--- src/rtl/pipeline_hazard_ctrl.sv ---
// Hazard/bypass controller for the F,D,X,M,W pipeline: operand forwarding selects,
// load-use stall, branch flush and multdiv start/freeze. Optional macro: HAZARD_PERF_CNT_EN.
module pipeline_hazard_ctrl #(
   parameter int unsigned REG_ADDR_W = 5,
   parameter int unsigned DEPTH      = 3,
   parameter int unsigned SEL_W      = 2
) (
   input  logic                  clock,
   input  logic                  reset,
   input  logic                  dec_valid,
   input  logic [REG_ADDR_W-1:0] dec_rs,
   input  logic [REG_ADDR_W-1:0] dec_rt,
   input  logic                  dec_use_a,
   input  logic                  dec_use_b,
   input  logic [REG_ADDR_W-1:0] dec_rd,
   input  logic                  dec_wr_en,
   input  logic                  dec_is_load,
   input  logic                  dec_is_md,
   input  logic                  br_taken,
   input  logic                  md_ready,
   output logic                  stall,
   output logic                  bubble,
   output logic                  flush,
   output logic                  freeze,
   output logic                  md_start,
   output logic [SEL_W-1:0]      fwd_a_sel,
   output logic [SEL_W-1:0]      fwd_b_sel
`ifdef HAZARD_PERF_CNT_EN
   ,
   output logic [31:0]           perf_stall,
   output logic [31:0]           perf_freeze,
   output logic [31:0]           perf_flush
`endif
);

   localparam logic [1:0] ST_IDLE  = 2'd0;
   localparam logic [1:0] ST_START = 2'd1;
   localparam logic [1:0] ST_WAIT  = 2'd2;

   typedef struct packed {
      logic                  valid;
      logic [REG_ADDR_W-1:0] rd;
      logic                  is_load;
      logic                  is_md;
   } entry_t;

   entry_t                tbl [DEPTH];
   entry_t                d_entry;
   logic [REG_ADDR_W-1:0] x_rs;
   logic [REG_ADDR_W-1:0] x_rt;
   logic                  x_use_a;
   logic                  x_use_b;
   logic [1:0]            state;
   logic [1:0]            state_nxt;
   logic                  load_use;
   logic                  issue;

   // Multdiv FSM state register
   always_ff @(posedge clock) begin
      if (reset) state <= ST_IDLE;
      else       state <= state_nxt;
   end

   // Next state plus the combinational control outputs; freeze overrides everything else
   always_comb begin
      state_nxt = state;
      freeze    = 1'b0;
      md_start  = 1'b0;
      case (state)
         ST_START: begin
            freeze    = 1'b1;
            md_start  = 1'b1;
            state_nxt = ST_WAIT;
         end
         ST_WAIT:  freeze = ~md_ready;
         default:  ;
      endcase

      flush    = br_taken & ~freeze;
      load_use = dec_valid & tbl[0].valid & tbl[0].is_load &
                 ((dec_use_a & (tbl[0].rd == dec_rs)) |
                  (dec_use_b & (tbl[0].rd == dec_rt)));
      stall    = load_use & ~flush & ~freeze;
      bubble   = stall;
      issue    = dec_valid & ~stall & ~flush;

      d_entry.valid   = issue & dec_wr_en & (dec_rd != '0);
      d_entry.rd      = dec_rd;
      d_entry.is_load = issue & dec_is_load;
      d_entry.is_md   = issue & dec_is_md;

      // A multdiv entering X starts the unit; otherwise an unfrozen cycle returns to idle
      if (!freeze) state_nxt = d_entry.is_md ? ST_START : ST_IDLE;
   end

   // Forward selects: scan from the oldest so the youngest matching producer wins
   always_comb begin
      fwd_a_sel = '0;
      fwd_b_sel = '0;
      for (int i = int'(DEPTH) - 1; i >= 1; i--) begin
         if (x_use_a && tbl[i].valid && (tbl[i].rd == x_rs)) fwd_a_sel = SEL_W'(i);
         if (x_use_b && tbl[i].valid && (tbl[i].rd == x_rt)) fwd_b_sel = SEL_W'(i);
      end
   end

   // In-flight destination table and X-stage sources, held while frozen
   always_ff @(posedge clock) begin
      if (reset) begin
         for (int i = 0; i < int'(DEPTH); i++) tbl[i] <= '0;
         x_rs    <= '0;
         x_rt    <= '0;
         x_use_a <= 1'b0;
         x_use_b <= 1'b0;
      end else if (!freeze) begin
         for (int i = int'(DEPTH) - 1; i >= 1; i--) tbl[i] <= tbl[i-1];
         tbl[0]  <= d_entry;
         x_rs    <= issue ? dec_rs : '0;
         x_rt    <= issue ? dec_rt : '0;
         x_use_a <= issue & dec_use_a;
         x_use_b <= issue & dec_use_b;
      end
   end

`ifdef HAZARD_PERF_CNT_EN
   // Saturating event counters
   always_ff @(posedge clock) begin
      if (reset) begin
         perf_stall  <= '0;
         perf_freeze <= '0;
         perf_flush  <= '0;
      end else begin
         if (stall  && (perf_stall  != 32'hFFFF_FFFF)) perf_stall  <= perf_stall  + 32'd1;
         if (freeze && (perf_freeze != 32'hFFFF_FFFF)) perf_freeze <= perf_freeze + 32'd1;
         if (flush  && (perf_flush  != 32'hFFFF_FFFF)) perf_flush  <= perf_flush  + 32'd1;
      end
   end
`endif

endmodule

--- config.mk ---
export PLATFORM = sky130hd
export DESIGN_NAME = pipeline_hazard_ctrl
export DESIGN_NICKNAME = d
export VERILOG_FILES = /design/src/rtl/pipeline_hazard_ctrl.sv
export SDC_FILE = /design/constraint.sdc
export NUM_CORES = 1
export LEC_CHECK = 0
export CAP_MARGIN = 20
export CORE_ASPECT_RATIO = 0.7
export CORE_UTILIZATION = 40
export CTS_CLUSTER_DIAMETER = 40
export CTS_CLUSTER_SIZE = 8
export DETAILED_ROUTE_END_ITERATION = 7
export GPL_TIMING_DRIVEN = 1
export PLACE_DENSITY = 0.76
export SLEW_MARGIN = 20
export SYNTH_ARGS = -nofsm -noshare
export SYNTH_HDL_FRONTEND = slang
export SYNTH_SLANG_ARGS = --single-unit
--- constraint.sdc ---
create_clock -name clock -period 3.75 [get_ports clock]
set_input_delay 0.75 -clock clock [delete_from_list [all_inputs] [get_ports clock]]
set_output_delay 0.75 -clock clock [all_outputs]
set_load 0.05 [all_outputs]
== Word level (Yosys, flattened, before mapping) ==
Memory sizes are Yosys's and may differ from the RTL's.
Cells that the tools add are included.

* Register bits: 14
* RAM bits: 24
* Bits of input ports: 25
* Output and inout port bits: 9
* Logic and storage cells: 67
* Memories: 1

{| class="wikitable"
|+ Memories
! name !! depth !! width !! rd ports !! clocked after memory_dff !! wr ports !! line !! source
|-
| tbl || 3 || 8 || 3 || 0 || 3 || 47 || <nowiki>entry_t tbl [DEPTH];</nowiki>
|}

* Equality and inequality tests: 9
* Mux-type cells: 19
* Bitwise operators: 24
* Reductions and logical operators: 9

{| class="wikitable"
|+ Operators with widths
! kind !! number
|-
| $eq A5 B5 Y1 || 6
|-
| $mux W8 || 3
|-
| $and A1 B1 Y1 || 16
|-
| $mux W2 || 6
|-
| $mux W5 || 2
|-
| $logic_and A1 B1 Y1 || 8
|-
| $mux W1 || 7
|-
| $reduce_bool A5 Y1 || 1
|-
| $not A1 Y1 || 4
|-
| $or A1 B1 Y1 || 4
|-
| $eq A2 B1 Y1 const B || 1
|-
| $eq A2 B2 Y1 const B || 1
|-
| $ne A2 B1 Y1 const B || 1
|-
| $pmux W1 S2 || 1
|}

== Longest topological paths before layout ==
* Word-level depth: 13
* Depth in mapped cells: 8
* Mapped depth without buffers: 7

== Least setup slack after synthesis ==
OpenSTA, ideal clock, no wires.

* Kind: input to output
* Start: input br_taken
* End: output stall
* Data arrival time: 2.321 ns
* Required time: 3.000 ns
* Setup slack: 0.679 ns
* Cell stages on the path: 5
* Path buffers: 1
* Cells stage by stage: and4b_1 -> nand3_1 -> o22a_1 -> nor2_1 -> buf_4

* Word-level cells in the longest chain between the ends: 4

{| class="wikitable"
|+ Ends and longest elaborated chain
! item !! line !! source
|-
| start: declaration || 19 || <nowiki>input logic br_taken,</nowiki>
|-
| $and A1 B1 Y1 || 79 || <nowiki>flush = br_taken & ~freeze;</nowiki>
|-
| $not A1 Y1 || 83 || <nowiki>stall = load_use & ~flush & ~freeze;</nowiki>
|-
| $and A1 B1 Y1 (2 in a row) || 83 ||
|-
| end: declaration || 21 || <nowiki>output logic stall,</nowiki>
|}

Every way passes these cells.

== Worst setup path after layout ==
* Start: input md_ready
* End: output flush

* Word-level cells in the longest chain between the ends: 4

{| class="wikitable"
|+ Ends and longest elaborated chain
! item !! line !! source
|-
| start: declaration || 20 || <nowiki>input logic md_ready,</nowiki>
|-
| $not A1 Y1 || 75 || <nowiki>ST_WAIT: freeze = ~md_ready;</nowiki>
|-
| $pmux W1 S2 || 69 || <nowiki>case (state)</nowiki>
|-
| $not A1 Y1 || 79 ||
|-
| $and A1 B1 Y1 || 79 ||
|-
| end: declaration || 23 || <nowiki>output logic flush,</nowiki>
|}

Every way passes these cells.

==> reports/metrics.yaml <==
run_status:
  status: "finished, final reports clean"
timing:
  slew_viol_final: 0
  setup_total_negative_slack_ps: 0
  final_hold_viol_count: 0
  fin_crit_ps: 3180
  tightest_slew_ps: 839
  fin_crit_sh_pct: 84.9
  grt_setup_unrepaired: "false"
  fin_worst_skew_ps: 4.25
  worst_slack_ps: 567
  setup_violations: 0
  slew_headroom_pct: 44.1
  max_freq_ghz: 0.314
placement:
  dpl_cell_area_um2: 2180
  dpl.hpwl_um: 3080
  portBuffers: 33
  gp_congestion: 0.772
  post-place-ws_ps: 574
critical_path:
  startpoint_type: "primary input"
  timing.rr.start: "state[0]"
  cp-startpoint: "md_ready"
  critPathKind: "primary input to output port"
  worstRegToRegCells: 5
  r2r_slack_ps: 1790
  required_ps: 3000
  endpoint_kind: "output port"
  cp_max_fo: 4
  reg2reg_to: "tbl[0][3]"
  cp-endpoint: "flush"
  cp.arrival_ps: 2430
final_layout:
  multi_input_area_um2: 902
  areaGrowthSynthToFinish_pct: 25.3
  drive_above_1_share_pct: 13.3
  num-fill-cells: 409
  antenna_cells: 0
  final_common_cell: "clkdlybuf4s50_1"
  final_cell_mix: "clkdlybuf4s50_1, xnor2_1, nand2_1"
  fin_area_um2: 2290
  finalNetCount: 236
  seq_area_um2: 851
clock_tree:
  clock_sinks: 33
  worstSkewPairLatency_ps: 280
  clock_path_buffers: 2
  cts_max_level: 2
  cts_tree: "done"
  clk_pin_slew_worst_paths_ps: 70
  cts_setup_buffers: 0
  cts_buffers: 5
  cts_hold_buf: 0
  root_buffer: "clkbuf_8"
  ctsResizeCount: 0
logic_synthesis:
  syn_nets: 200
  ys_types: 36
  ys_seq_area_share_pct: 46.5
  synth_simple_gate_area_share_pct: 22.8
  synth_top_cell_area_share_pct: 31.2
  synthXorXnorAreaFrac_pct: 14.4
  synth_compound_area_share_pct: 10.8
  ys_warn_count: 0
  synth-edff-count: 19
  synth_async_sr_flop_share_pct: 0
  synth_area_leaders: "edfxtp_1, dfxtp_1, xnor2_1, and2_1, o31ai_2"
  syn-mean-instance-area_um2: 10.6
  syn-instance-count: 173
  synth_fa_ha_area_share_pct: 1.37
  synth_top_family_by_area: "simple AND/OR/NAND/NOR gates"
  synth_area_um2: 1830
  ys_seq_elements: 33
  synthMuxAreaShare_pct: 0
  synth_top_cell_by_area: "edfxtp_1"
  ys.flop_type: "edfxtp_1"
routing:
  drtIter0Drc: 83
  drc: 0
  routed_via_density: 5.11
  vias: 1354
  antenna_left: 0
  drtPass1Iterations: 4
  wl_per_cell_um: 15.0
  wirelength_um: 3970
die:
  io_pins: 34
  die_area_um2: 4850
  fp.dieW_um: 82.8
  initial_core_util_pct: 42.0
  die-height_um: 58.6
  row_count: 20
  core_um2: 4350
global_routing:
  antenna_found_initial: 0
  grt_pass1_wl_um: 6600
  grt_pass1_vias: 1370
  grt_max_degree: 21
  grt_overflow: 0
  grt_use_total_pct: 17.8
pwr:
  p_seq_share_pct: 49.3
  p_switching_mw: 0.181
  combPwrFrac_pct: 11.4
  ir_drop_mv: 0.179
  pwr-share-clk_pct: 39.2
  leakage_nw: 0.780
  power_density_nw_per_um2: 359
  p_sw_share_pct: 22.0
  p_int_mw: 0.642
min_path:
  hp-class: "register to register"
flow_run:
  drv_cap: 0
[registers in the layout (all words and copies together), names as in the netlist]
| name | flops |
|---|---|
| tbl | 19 |
| x_use_b | 1 |
| x_rt | 5 |
| x_use_a | 1 |
| state | 2 |
| x_rs | 5 |
[area by class of cell]
type	count	share of cell area [%]
Clock inverter	2	1.47
Multi-Input combinational cell	128	39.4
Tap cell	55	3.00
Inverter	6	0.983
Clock buffer	6	3.17
Sequential cell	33	37.1
Timing Repair Buffer	35	14.9
[critical path, stage by stage]
cell             delay (ps)
clkdlybuf4s50_1         480
nand2b_4                130
a21o_2                  160
and2_1                  130
clkdlybuf4s50_1         790
[power by group through the flow]
stage	logic [mW]	clock network, mW	registers [mW]
final	0.0941	0.323	0.406
after global routing	0.103	0.343	0.408
after CTS	0.0951	0.329	0.406
after detailed placement	0.0947	0	0.414
after global placement	0.0928	0	0.413
after floorplan	0.0534	0	0.410
[how the worst min path moves through the flow]
stage	from	endpoint	slack, ps	cells past startpoint
after floorplan	state[1]	state[1]	450	2
after global placement	state[1]	state[1]	470	2
after detailed placement	state[1]	state[1]	490	2
after CTS	state[1]	state[1]	500	2
after global routing	x_use_a	x_use_a	520	2
final	x_use_a	x_use_a	500	2
[synthesized netlist by cell type (2+ instances only)]
cell type  instances
nor3_1             2
inv_1              5
ha_1               2
nand3_1            8
buf_4              3
nand4_1            8
o31ai_1            5
nand2_1           26
and2_1            17
nor2_1             3
xnor2_1           30
o31ai_2            8
dfxtp_1           14
a21oi_1            2
edfxtp_1          19
[cells by family (layout without fill, tap and decap cells)]
logic type	count (synthesis)	count (layout)
buffers and inverters	12	49
AOI/OAI and AO/OA	20	20
xor gates and xnor gates	30	30
DFF	33	33
and+or+nand+nor	76	76
adders and majority gates	2	2
[through the flow]
stage	total power, mW	instances	hold slack, ps	util, %
after global routing	0.853	265	522	52.6
after CTS	0.830	265	500	52.6
final	0.823	265	496	52.6
after global placement	0.506	257	470	50.2
after floorplan	0.464	173	453	-
after detailed placement	0.509	257	491	50.2
[routing by layer]
| layer | global-route usage (%) | share of wire, % | up-vias |
|---|---|---|---|
| met5 | 0 | 0 | - |
| met2 | 29.3 | 46 | 26 |
| met1 | 23.5 | 49 | 650 |
| met3 | 4.07 | 3.6 | 5 |
| li1 | - | - | 673 |
| met4 | 6.65 | 1.2 | 0 |
No activity file was read; power rests on OpenSTA's default activity.
==> RTL edit 1, RTL diff (same settings) <==
Change the parameter `REG_ADDR_W` from 5 to 7.
--- a/src/rtl/pipeline_hazard_ctrl.sv
+++ b/src/rtl/pipeline_hazard_ctrl.sv
@@ -2,5 +2,5 @@
 // load-use stall, branch flush and multdiv start/freeze. Optional macro: HAZARD_PERF_CNT_EN.
 module pipeline_hazard_ctrl #(
-   parameter int unsigned REG_ADDR_W = 5,
+   parameter int unsigned REG_ADDR_W = 7,
    parameter int unsigned DEPTH      = 3,
    parameter int unsigned SEL_W      = 2
Ports: changed (resized dec_rd, dec_rs and dec_rt); port bits go from 34 to 40. The function was not compared with the original's and may differ.
==> RTL edit 1 against the unedited design <==
- sequential cell count rose by 10
- area after synthesis rose by 21%
- total power rose by 9.4%
- via count grew 16%
- clock power fell by 16%
- clock skew about the same
- global-route usage down 0.42 points
- setup slack lost 0.17 ns
- wire length grew 13%
- fmax is 5.1% lower
- register-to-register slack worse by 0.42 ns
- count of clock-buffer cells in the layout up 1
- cell area up 20%
- largest cell class is now registers
==> RTL edit 1: results <==
[run_status]
outcome = "complete, no violations"

[synth]
syn_nets = 245
synthDistinctLibCells = 29
synth_xor_area_share_pct = 16.7
synth_compound_area_share_pct = 7.37
synthAdderAreaFrac_pct = 1.13
synth_ff_type = "edfxtp_1"
synth_area_leaders = "edfxtp_1 34%, dfxtp_1 16%, xnor2_1 8.7%"
synthCells = 212
yosys-top-cells-count = "36 x nand2_1, 25 x edfxtp_1, 23 x and2_1"
synth_mux_area_share_pct = 0
synth_edf_count = 25
seq_area_frac_synth_pct = 50.3

[global_routing]
antenna_found_initial = 0
grt_pass1_wl_um = 7620
grt_pass1_vias = 1552
grt_max_degree = 24
grt.total_usage_pct = 17.4
grt-ovfl-total = 0

[clock_tree]
clk_pin_slew_ns = 0.07
clk-insertion-delay-late_ns = 0.29
cts_root_buffer = "clkbuf_8"
cts_max_level = 2
cts_inserted_buffers = 5
clockBufferDepth = 2
ctsResizeCount = 0
postCtsSetupRepairBufs = 0

[worst_setup_path]
path_max_fanout = 2
arrival_ns = 2.61
max_stage_delay_ns = 0.45
critPathTopFamily = "simple AND/OR/NAND/NOR gates"
r2r_cells = 6
cp_slowest_cell = "clkdlybuf4s50_1"

[finish]
seqCellArea_um2 = 1110
drive_gt1_share_pct = 9.84
top_regs = "tbl (25), x_rs (7), x_rt (7)"
num-nets-final = 287
fill_cells = 484
antenna_cells = 0

[power_and_ir_drop]
p_sw_uw = 200
p_leak_nw = 1.02
powerSeq_uw = 530
peakVddDrop_mv = 0.177
pg_clk_uw = 270

[routing]
wirelength_um = 4500
wire_per_inst_um = 13.8
first_pass_iters = 4
drt_iter0_drc = 97
vias_per_cell = 4.83

[sta]
finalSetupViolCount = 0
finClkSkew_ns = 0.00466
worst_slew_pin_slew_ns = 0.755

[placement]
portBuffers = 39
placed_area_um2 = 2680
dp_hpwl_um = 3540
gp_congestion = 0.786
dp.cells = 319

[hold_path]
hp-class = "flip-flop to flip-flop"
-- RTL edit 1: changes by cell type in the layout (fill, tap and decap cells not counted), moves of 5 or more --
cell	change
edfxtp_1	+6
o31ai_2	-8
nand3_1	-5
o21ai_0	+7
clkdlybuf4s50_1	+6
o31ai_1	-5
o21ai_2	+8
nor4_1	+5
and2_1	+6
nand2_1	+10
xnor2_1	-8
xor2_1	+20
-- RTL edit 1: through the flow --
stage	hold WS, ns	worst slack, ns	power (mW)
global route	0.519	0.354	0.945
global placement	0.470	0.475	0.640
detailed placement	0.478	0.412	0.643
finish	0.485	0.394	0.901
CTS	0.489	0.429	0.910
floorplan	0.452	0.0706	0.588
-- RTL edit 1: worst paths after layout --
kind / slack [ns] / endpoint / startpoint
worst max-delay path: 0.39 / bubble / dec_rt[1]
worst min-delay path: 0.48 / state[1] / state[1]
worst max register to register: 1.37 / tbl[0][28] / state[0]
worst min register to register: 0.48 / state[1] / state[1]
-- RTL edit 1: logic make-up (layout without fill, tap and decap cells) --
family / after synthesis / after routing
fa+ha+maj: 2 / 2
simple gates: 91 / 91
buf+inv: 12 / 54
compound gates: 22 / 22
flops: 43 / 43
xor+xnor: 42 / 42
-- RTL edit 1: routing by layer --
metal  vias to the layer above  global-route usage (%)  wire length, um
li1                        801                       -                -
met1                       717                    24.0             2180
met2                        45                    25.9             1970
met3                        12                    4.05              237
met4                         0                    7.94              113
met5                         -                       0                0
-- RTL edit 1: final cells by class --
class                      count  share of cell area, %
sequential                    43                   40.3
timing repair buffer          42                   15.7
multi-input combinational    157                   37.4
inverter                       5                  0.680
tap                           72                   3.26
clock buffer                   7                   2.77
==> RTL edit 2, RTL diff (same settings) <==
Made on the original files. Add a define of `HAZARD_PERF_CNT_EN`.
--- a/src/rtl/pipeline_hazard_ctrl.sv
+++ b/src/rtl/pipeline_hazard_ctrl.sv
@@ -1,4 +1,6 @@
 // Hazard/bypass controller for the F,D,X,M,W pipeline: operand forwarding selects,
 // load-use stall, branch flush and multdiv start/freeze. Optional macro: HAZARD_PERF_CNT_EN.
+`define HAZARD_PERF_CNT_EN
+
 module pipeline_hazard_ctrl #(
    parameter int unsigned REG_ADDR_W = 5,
Behaviour (old outputs only; new: perf_flush, perf_freeze and perf_stall): unchanged (Yosys induction, for registers that start in step).
==> RTL edit 2 against the unedited design <==
- setup slack gained 0.024 ns
- sequential cell count increased by 96
- critical path type unchanged
- first-iteration DRC count rose to 3.8 times the old value
- global-route usage is 2.1 points higher
- total power grew to 3.8 times the old value
- combinational power rose by 37%
- wire length grew to 4.1 times the old value
- area after synthesis increased to 3.5 times the old value
- synthesized cell count grew to 4.2 times the old value
- largest cell class unchanged
- cell area rose to 3.7 times the old value
==> RTL edit 2: results <==
[routing]
drt_iter0_drc = 314
first_pass_iters = 5

[finish]
fin_cells = 1058
top_regs = "perf_flush (32), perf_freeze (32), perf_stall (32)"
drive_gt1_share_pct = 8.39
num-nets-final = 875

[placement]
dpl_worst_slack_ns = 0.272
portBuffers = 129
gp_congestion = 0.846
dp.cells = 1026
dp_hpwl_um = 11300
placed_area_um2 = 7920

[sta]
worst_slew_pin_slew_ns = 1.09
finClkSkew_ns = 0.0114
whs_ns = 0.507

[worst_setup_path]
rrSetupSlack_ns = 0.87
r2r_cells = 7
r2r-start = "state[0]"
arrival_ns = 2.41

[synth]
synthDistinctLibCells = 63
synth_mux_area_share_pct = 1.19
syn_nets = 748
seq_area_frac_synth_pct = 43.1
synth_xor_area_share_pct = 10.6
yosys-top-cells-count = "110 x dfxtp_1, 86 x nor2_1, 65 x xnor2_1"
synth_compound_area_share_pct = 10.1

[global_routing]
grt.total_usage_pct = 20.0
antenna_found_initial = 0
grt_pass1_vias = 5246
grt_max_degree = 103
grt_pass1_wl_um = 26400

[power_and_ir_drop]
p_sw_uw = 695
p_leak_nw = 2.76

[clock_tree]
cts_root_buffer = "clkbuf_16"
clk-insertion-delay-late_ns = 0.41
cts_inserted_buffers = 17

[hold_path]
hold_start = "perf_flush[13]"

[run_status]
outcome = "complete, no violations"
[RTL edit 2: changes by cell type after synthesis, sizes merged, moves of 24 or more]
| cell | unedited run | this run |
|---|---|---|
| a21oi | 2 | 40 |
| nand4 | 8 | 41 |
| o21ai | 1 | 30 |
| nand2 | 26 | 50 |
| or3 | 1 | 26 |
| nand3 | 8 | 37 |
| dfxtp | 14 | 110 |
| nor2 | 4 | 87 |
| xnor2 | 30 | 65 |
[RTL edit 2: final cells by class]
class	count	area (um2)
fill	1428	7140
clock inverter	11	88.8
multi-input combinational	542	3460
tap	200	250
timing repair buffer	135	1360
inverter	20	75.1
sequential	129	2770
clock buffer	21	450
[RTL edit 2: kinds of logic (layout without fill, tap and decap cells)]
| kind of cell | Yosys count | in the layout |
|---|---|---|
| xor+xnor | 78 | 78 |
| simple gates | 348 | 348 |
| buf+inv | 47 | 187 |
| compound gates | 104 | 104 |
| fa+ha+maj | 5 | 5 |
| flops | 129 | 129 |
| mux | 7 | 7 |
[RTL edit 2: worst max-delay path, stage by stage]
cell,delay (ns)
clkdlybuf4s50_1,0.47
nor2b_4,0.18
o21ai_4,0.07
inv_2,0.11
clkdlybuf4s50_1,0.84
[RTL edit 2: routing by layer]
metal | GRT usage, % | part of all wire, %
met1 | 28.5 | 51
met2 | 30.0 | 44
met3 | 4.61 | 4.8
met4 | 5.71 | 0.72
met5 | 0 | 0
[RTL edit 2: how the worst max path moves through the flow]
stage / start / to / slack, ns / depth (start not counted)
after floorplan: state[1] / stall / 0.60 / 9
after global placement: md_ready / tbl[0][20] / 0.39 / 6
after detailed placement: md_ready / tbl[0][23] / 0.27 / 6
after CTS: md_ready / freeze / 0.57 / 5
after global routing: md_ready / tbl[0][2] / 0.49 / 6
final: md_ready / freeze / 0.59 / 5
[RTL edit 2: power by group through the flow]
| stage | Sequential (mW) | Clock (mW) | Combinational, mW |
|---|---|---|---|
| after detailed placement | 1.46 | 0 | 0.130 |
| after CTS | 1.43 | 1.55 | 0.130 |
| after global placement | 1.46 | 0 | 0.128 |
| after global routing | 1.43 | 1.61 | 0.140 |
| after floorplan | 1.47 | 0 | 0.0680 |
| final | 1.43 | 1.53 | 0.129 |
